--- src/rtl/relay_shift_driver.sv ---
// relay_shift_driver
//   Serialises a WIDTH-bit relay image into an external shift/storage
//   register chain. The image is synchronised into the clk domain. It is
//   shifted out MSB first only after it has been seen stable and found to
//   differ from the last image sent. A forced first transfer after reset is
//   also sent.
//
// Ports
//   clk         system clock, rising edge
//   reset       asynchronous, active-high reset
//   relay_word  relay image, asynchronous to clk
//   sr_clk      serial clock to the shift register
//   sr_data     serial data, MSB first
//   sr_latch    storage-register latch pulse, active high
//   sr_oe_n     shift-register output enable, active low
//   busy        high while a transfer is in progress
//   xfer_count  number of completed transfers (wraps)
module relay_shift_driver #(
  parameter int WIDTH   = 48,
  parameter int CLK_DIV = 4
) (
  input  logic             clk,
  input  logic             reset,
  input  logic [WIDTH-1:0] relay_word,
  output logic             sr_clk,
  output logic             sr_data,
  output logic             sr_latch,
  output logic             sr_oe_n,
  output logic             busy,
  output logic [15:0]      xfer_count
);

  localparam logic [2:0] IDLE     = 3'd0;
  localparam logic [2:0] LOAD     = 3'd1;
  localparam logic [2:0] SHIFT_LO = 3'd2;
  localparam logic [2:0] SHIFT_HI = 3'd3;
  localparam logic [2:0] LATCH    = 3'd4;

  localparam int         BW       = (WIDTH > 1) ? $clog2(WIDTH) : 1;
  localparam logic [7:0] DIV_LAST = 8'(CLK_DIV - 1);

  logic [WIDTH-1:0] sync1, sync2, sync3;
  logic [WIDTH-1:0] shadow;
  logic [WIDTH-1:0] shift_q;
  logic [2:0]       valid;
  logic             pending;
  logic [2:0]       state, next_state;
  logic [7:0]       div_cnt;
  logic [BW-1:0]    bit_cnt;

  logic stable;
  logic req;
  logic phase_done;

  // The reset-cleared sync chain compares equal before the real word has
  // reached sync3. valid tracks that fill so that the forced post-reset
  // transfer sends the actual word and not the cleared zeros.
  assign stable     = (sync2 == sync3);
  assign req        = valid[2] && stable && (pending || (sync2 != shadow));
  assign phase_done = (div_cnt == DIV_LAST);

  always_comb begin
    next_state = state;
    case (state)
      IDLE:     if (req) next_state = LOAD;
      LOAD:     next_state = SHIFT_LO;
      SHIFT_LO: if (phase_done) next_state = SHIFT_HI;
      SHIFT_HI: if (phase_done) next_state = (bit_cnt == '0) ? LATCH : SHIFT_LO;
      LATCH:    if (phase_done) next_state = IDLE;
      default:  next_state = IDLE;
    endcase
  end

  always_ff @(posedge clk or posedge reset) begin
    if (reset) begin
      sync1      <= '0;
      sync2      <= '0;
      sync3      <= '0;
      valid      <= '0;
      shadow     <= '0;
      shift_q    <= '0;
      pending    <= 1'b1;
      state      <= IDLE;
      div_cnt    <= '0;
      bit_cnt    <= '0;
      sr_clk     <= 1'b0;
      sr_data    <= 1'b0;
      sr_latch   <= 1'b0;
      sr_oe_n    <= 1'b1;
      busy       <= 1'b0;
      xfer_count <= '0;
    end else begin
      sync1 <= relay_word;
      sync2 <= sync1;
      sync3 <= sync2;
      valid <= {valid[1:0], 1'b1};

      state    <= next_state;
      // Outputs are decoded from next_state so they change on the same edge
      // as the state register.
      sr_clk   <= (next_state == SHIFT_HI);
      sr_latch <= (next_state == LATCH);
      busy     <= (next_state != IDLE);

      if ((state == SHIFT_LO) || (state == SHIFT_HI) || (state == LATCH))
        div_cnt <= phase_done ? '0 : div_cnt + 8'd1;
      else
        div_cnt <= '0;

      case (state)
        LOAD: begin
          shadow  <= sync2;
          shift_q <= sync2;
          bit_cnt <= BW'(WIDTH - 1);
          sr_data <= sync2[WIDTH-1];
          pending <= 1'b0;
        end
        SHIFT_HI: begin
          if (phase_done && (bit_cnt != '0)) begin
            shift_q <= shift_q << 1;
            bit_cnt <= bit_cnt - BW'(1);
            sr_data <= shift_q[WIDTH-2];
          end
        end
        LATCH: begin
          if (phase_done) begin
            sr_oe_n    <= 1'b0;
            xfer_count <= xfer_count + 16'd1;
          end
        end
        default: ;
      endcase
    end
  end

endmodule

--- config.mk ---
export PLATFORM = sky130hd
export DESIGN_NAME = relay_shift_driver
export DESIGN_NICKNAME = d
export VERILOG_FILES = /design/src/rtl/relay_shift_driver.sv
export SDC_FILE = /design/constraint.sdc
export NUM_CORES = 1
export LEC_CHECK = 0
export ABC_AREA = 1
export ABC_CLOCK_PERIOD_IN_PS = 22500
export CORE_MARGIN = 2
export CORE_UTILIZATION = 55
export DETAILED_ROUTE_END_ITERATION = 8
export PLACE_DENSITY = 0.75
export SLEW_MARGIN = 20
export SYNTH_ARGS = -nofsm -noshare
export SYNTH_HDL_FRONTEND = slang
export SYNTH_SLANG_ARGS = --single-unit
--- constraint.sdc ---
create_clock -name clk -period 22.5 [get_ports clk]
set_clock_uncertainty 0.15 [all_clocks]
set_input_delay 2.25 -clock clk [delete_from_list [all_inputs] [get_ports clk]]
set_output_delay 2.25 -clock clk [all_outputs]
set_load 0.1 [all_outputs]
==> results.cfg, run 1 <==
[synth]
yosysTopAreaCell = dfrtp_1
syn_area_sq_um = 11100
synthMuxAreaShare_pct = 0
ys.flop_type = dfrtp_1
synth-seq-cells = 281
synth_xor_area_share_pct = 4.17
ys_types = 38
ys_seq_area_share_pct = 63.1
yosys_warnings = 0
synth.area.top_cells = dfrtp_1 (63%), nand2_1 (11%), inv_1 (5.6%)
synth_area_per_cell_sq_um = 9.66
syn-num-nets = 1206
synth_edf_count = 0
synth_top_area_share_pct = 62.7
ys_async_sr_fraction_pct = 100
synth_compound_area_share_pct = 8.32
synth_adder_area_share_pct = 0.337
synthSimpleGateAreaFrac_pct = 16.6
synth_top_family_by_area = simple AND/OR/NAND/NOR gates
synthCells = 1153

[run]
drv_cap = 0

[clock_tree]
clock-root-buffer = clkbuf_16
cts_buffer_depth = 3
cts_hold_buf = 0
clk_pin_slew_worst_paths_ns = 0.06
cts_tree = done
cts.repair.resized = 0
cts_buffers = 28
htree_levels = 1
worstSkewPairLatency_ns = 0.54
cts_setup_buffers = 0
clock_sinks = 281

[critical_path]
worstPathRequired_ns = 20.10
cp_max_fo = 2
r2r_setup_slack_ns = 19.64
critPathArrivalTime_ns = 2.18
cp_slowest_cell = clkdlybuf4s50_1
crit_path_end_kind = output pin
critPathTopFamily = buffers and inverters
start_kind = flip-flop
max_stage_delay_ns = 1.12
cp.buffers_inverters = 1
worstPathCellList = clkdlybuf4s50_1
worstSetupPathType = flip-flop to output pin

[die]
die-area_sq_um = 21400
core_sq_um = 20000
dieWidth_microns = 146
io_pins = 71
initial_core_util_pct = 55.6
die_h_microns = 146
rows = 52

[outcome]
status = completed

[drt]
vias_per_cell = 4.89
drt_iter0_drc = 399
post_drt_wl_per_cell_microns = 13.2
drtPass1Iterations = 5
ant_nets = 0
drc = 0
vias = 7414
wl_mm = 20.0

[global_route]
first_global_vias = 7234
grt_overflow_total = 0
track_usage_pct = 19.5
grt_antenna_before_repair = 0
grt_max_degree = 142
grt_pass1_wl_mm = 34.4

[finish]
nNetsFinal = 1278
fillers = 1609
layout_commonest_cell = nand2_1
layout.cells.non_filler = 1517
mostFrequentLayoutCells = nand2_1 (325), dfrtp_1 (279), inv_1 (164)
antenna_cells = 0
syn_to_final_growth_pct = 16.9
drive_gt1_share_pct = 6.01

[timing]
grt_setup_unrepaired = no
relSlewSlack_pct = 33.4
max_freq_ghz = 0.218
finalCriticalPeriod_ns = 4.58
hold_viol = 0
tightest_slew_ns = 0.999
maxSlewViolCount = 0
fin_crit_sh_pct = 20.4
setup_tns_ns = 0
finalSetupViolCount = 0

[placement]
io_buffers = 70
place_inst = 1465
globalplace.congestion = 0.821
hpwl_mm = 12.9

[worst_hold_path]
hp-class = flip-flop to flip-flop

[power]
p_per_area_nw_per_um2 = 80.7
max-vdd-ir-drop_v = 0.0000565
leakagePower_nw = 6.09
## power by group
| part | total [mW] | internal, mW | switching, mW |
|---|---|---|---|
| registers | 0.529 | 0.519 | 0.0105 |
| logic | 0.0364 | 0.0156 | 0.0209 |
| clock network | 0.486 | 0.299 | 0.187 |
## stage by stage
stage	cell area (sq um)	total power [mW]	util (%)	setup slack, ns	hold slack [ns]
after global routing	13000	1.09	65.0	17.88	0.197
after detailed placement	12000	0.576	60.0	17.85	0.185
final	13000	1.05	65.0	17.92	0.195
after global placement	12000	0.575	60.0	17.86	0.182
after CTS	13000	1.06	65.0	17.89	0.196
after floorplan	11100	0.557	-	12.35	0.181
## cells by family (layout without fill, tap and decap cells)
kind of cell / count (synthesis) / in the layout
other cells: 1 / 1
xor+xnor: 53 / 53
fa+ha+maj: 3 / 3
compound gates: 157 / 157
buf+inv: 199 / 293
flops: 281 / 281
simple gates: 459 / 459
## registers in the layout (all words and copies together), names as in the netlist, 3 cells and up
| name | cells |
|---|---|
| bit_cnt | 6 |
| div_cnt | 8 |
| shadow | 48 |
| shift_q | 47 |
| state | 3 |
| sync1 | 48 |
| sync2 | 48 |
| sync3 | 48 |
| valid | 3 |
| xfer_count | 16 |
## cells in the mapped netlist, types with 2 or more instances
library cell / number
nand2_1: 326
dfrtp_1: 279
inv_1: 165
o21ai_0: 86
nor2_1: 84
o211ai_1: 41
xnor2_1: 28
xor2_1: 25
nand3_1: 21
clkbuf_1: 13
o21ai_1: 11
buf_2: 9
a21oi_1: 6
nand4_1: 6
buf_6: 5
o22ai_1: 5
nand3b_1: 4
ha_1: 3
nand3_2: 3
nor3_1: 3
nor4_1: 3
o21ai_2: 3
a31oi_1: 2
buf_4: 2
dfstp_2: 2
inv_2: 2
nor2_2: 2
nor3_2: 2
o211ai_2: 2
or2_2: 2
## per-layer routing
layer / vias to the layer above / global-route usage [%] / wire length [microns]
li1: 3724 / - / -
met4: 0 / 7.04 / 716
met2: 140 / 32.0 / 9350
met3: 56 / 3.34 / 880
met5: - / 0 / 0
met1: 3494 / 26.6 / 9050
## final timing paths
check                      depth (start not counted)                start                        end
max                                                1  sr_oe_n$_DFFE_PP1P_                    sr_oe_n
min                                                0  sync1[44]$_DFF_PP0_        sync2[44]$_DFF_PP0_
max reg2reg                                        6   state[2]$_DFF_PP0_    shift_q[35]$_DFFE_PP0P_
min reg2reg                                        0  sync1[44]$_DFF_PP0_        sync2[44]$_DFF_PP0_
max in group asynchronous                          3                reset        sync2[13]$_DFF_PP0_
min in group asynchronous                          2                reset  xfer_count[7]$_DFFE_PP0P_
## final cells by class
| type | instances | area (sq um) | share of cell area [%] |
|---|---|---|---|
| repair buffers | 74 | 731 | 5.61 |
| flip-flops and latches | 281 | 7030 | 54.0 |
| inverters | 167 | 634 | 4.87 |
| clock buffers | 42 | 865 | 6.64 |
| well taps | 270 | 338 | 2.59 |
| clock inverters | 10 | 128 | 0.980 |
| multi-input cells | 673 | 3290 | 25.3 |
No activity file was read; power rests on OpenSTA's default activity.
==> run 2: changes to the inputs <==
--- a/config.mk
+++ b/config.mk
@@ -6,9 +6,9 @@
 export NUM_CORES = 1
 export LEC_CHECK = 0
 export ABC_AREA = 1
-export ABC_CLOCK_PERIOD_IN_PS = 22500
+export ABC_CLOCK_PERIOD_IN_PS = 3900
 export CORE_MARGIN = 2
-export CORE_UTILIZATION = 55
+export CORE_UTILIZATION = 53
 export DETAILED_ROUTE_END_ITERATION = 8
 export PLACE_DENSITY = 0.75
 export SLEW_MARGIN = 20
==> constraint.sdc (replaced) <==
create_clock -name clk -period 3.9 [get_ports clk]
set_clock_uncertainty 0.15 [all_clocks]
set_input_delay 0.39 -clock clk [delete_from_list [all_inputs] [get_ports clk]]
set_output_delay 0.39 -clock clk [all_outputs]
set_load 0.1 [all_outputs]
==> results.cfg, run 2 (synthesized netlist as in run 1, its figures left out) <==
[outcome]
status = completed

[power]
p_clk_share_pct = 45.3
max-vdd-ir-drop_v = 0.000282
p_int_mw = 4.72
total_power_mw = 6.00
switching_share_pct = 21.3
leakagePower_nw = 6.10
seqPwrFrac_pct = 50.9
p_switching_mw = 1.27
p_comb_share_pct = 3.7
p_per_area_nw_per_um2 = 459

[critical_path]
r2r_end = bit_cnt[3]$_DFFE_PP0P_
start_kind = flip-flop
max_stage_delay_ns = 1.13
r2r_start = bit_cnt[1]$_DFFE_PP0P_
critPathArrivalTime_ns = 2.20
critPathTopFamily = buffers and inverters
cp.buffers_inverters = 1
crit_path_end_kind = output pin
path_depth = 1
r2r_setup_slack_ns = 1.29
worstPathRequired_ns = 3.36
ff2ff_path_depth = 10
cp_slowest_cell = clkdlybuf4s50_1
worstPathCellList = clkdlybuf4s50_1
startpoint = sr_oe_n$_DFFE_PP1P_
worstSetupPathType = flip-flop to output pin
cp_max_fo = 2
endpoint = sr_oe_n

[die]
io_pins = 71
dieWidth_microns = 149
die_h_microns = 149
rows = 53
die-area_sq_um = 22200
initial_core_util_pct = 53.5
core_sq_um = 20800

[clock_tree]
cts_buffers = 29
cts.repair.resized = 0
cts_setup_buffers = 0
htree_levels = 1
clock_sinks = 281
clk_pin_slew_worst_paths_ns = 0.06
worstSkewPairLatency_ns = 0.54
cts_hold_buf = 0
cts_buffer_depth = 3
cts_tree = done
clock-root-buffer = clkbuf_16

[global_route]
track_usage_pct = 20.0
first_global_vias = 7609
grt_overflow_total = 0
grt_max_degree = 105
grt_antenna_before_repair = 0
grt_pass1_wl_mm = 36.1

[placement]
globalplace.congestion = 0.834
hpwl_mm = 13.8
io_buffers = 70
dpl_cell_area_sq_um = 12100
place_inst = 1474

[finish]
multi_input_area_sq_um = 3290
fillers = 1691
layout_commonest_cell = nand2_1
layout.cells.non_filler = 1527
drive_gt1_share_pct = 6.23
nNetsFinal = 1283
antenna_cells = 0
syn_to_final_growth_pct = 17.4
final-seq-area_sq_um = 7030
final_area_sq_um = 13100
mostFrequentLayoutCells = nand2_1 (325), dfrtp_1 (279), inv_1 (164)
fin_util_pct = 62.8

[timing]
hold_viol = 0
max_freq_ghz = 0.365
tightest_slew_ns = 1.00
grt_setup_unrepaired = no
finalCriticalPeriod_ns = 2.74
maxSlewViolCount = 0
fin_crit_sh_pct = 70.2
relSlewSlack_pct = 33.0
finalSetupViolCount = 0
fin_hold_ws_ns = 0.131

[drt]
post_drt_wl_per_cell_microns = 13.7
wl_mm = 20.9
drc = 0
drtPass1Iterations = 4
vias = 7559
vias_per_cell = 4.95
drt_iter0_drc = 576
ant_nets = 0

[run]
drv_cap = 0

[worst_hold_path]
hp-class = input port to flip-flop
## run 2: how the worst min path moves through the flow
stage                                   start                   to  cells past startpoint
after global routing           relay_word[42]  sync1[42]$_DFF_PP0_                      1
final                           relay_word[4]   sync1[4]$_DFF_PP0_                      1
after detailed placement  sync1[15]$_DFF_PP0_  sync2[15]$_DFF_PP0_                      0
after CTS                       relay_word[4]   sync1[4]$_DFF_PP0_                      1
after global placement     valid[0]$_DFF_PP0_   valid[1]$_DFF_PP0_                      0
after floorplan            sync1[0]$_DFF_PP0_   sync2[0]$_DFF_PP0_                      0
## run 2: stage by stage
stage / setup TNS [ns] / setup slack [ns]
after global routing: 0 / 1.00
after CTS: 0 / 1.13
after global placement: 0 / 1.57
final: 0 / 1.16
after detailed placement: 0 / 1.47
after floorplan: -100.35 / -0.360
## run 2: power groups by stage
stage                     Clock (mW)  Combinational [mW]  Sequential, mW
after detailed placement           0               0.228            3.11
after floorplan                    0               0.129            3.09
after CTS                       2.77               0.230            3.06
after global placement             0               0.223            3.10
final                           2.72               0.224            3.06
after global routing            2.91               0.259            3.06
## run 2: layout make-up
type / instances / area share (%)
sequential: 281 / 53.8
multi-input combinational: 673 / 25.2
clock buffer: 42 / 6.46
timing repair buffer: 78 / 6.20
inverter: 167 / 4.82
tap: 275 / 2.63
clock inverter: 11 / 0.881
## run 2: metal layers
| metal | global-route usage (%) | up-vias | wire (microns) | part of all wire [%] |
|---|---|---|---|---|
| met4 | 7.19 | 0 | 567 | 2.7 |
| li1 | - | 3727 | - | - |
| met5 | 0 | - | 0 | 0 |
| met3 | 3.12 | 44 | 893 | 4.3 |
| met2 | 32.8 | 151 | 9900 | 47 |
| met1 | 27.3 | 3637 | 9570 | 46 |
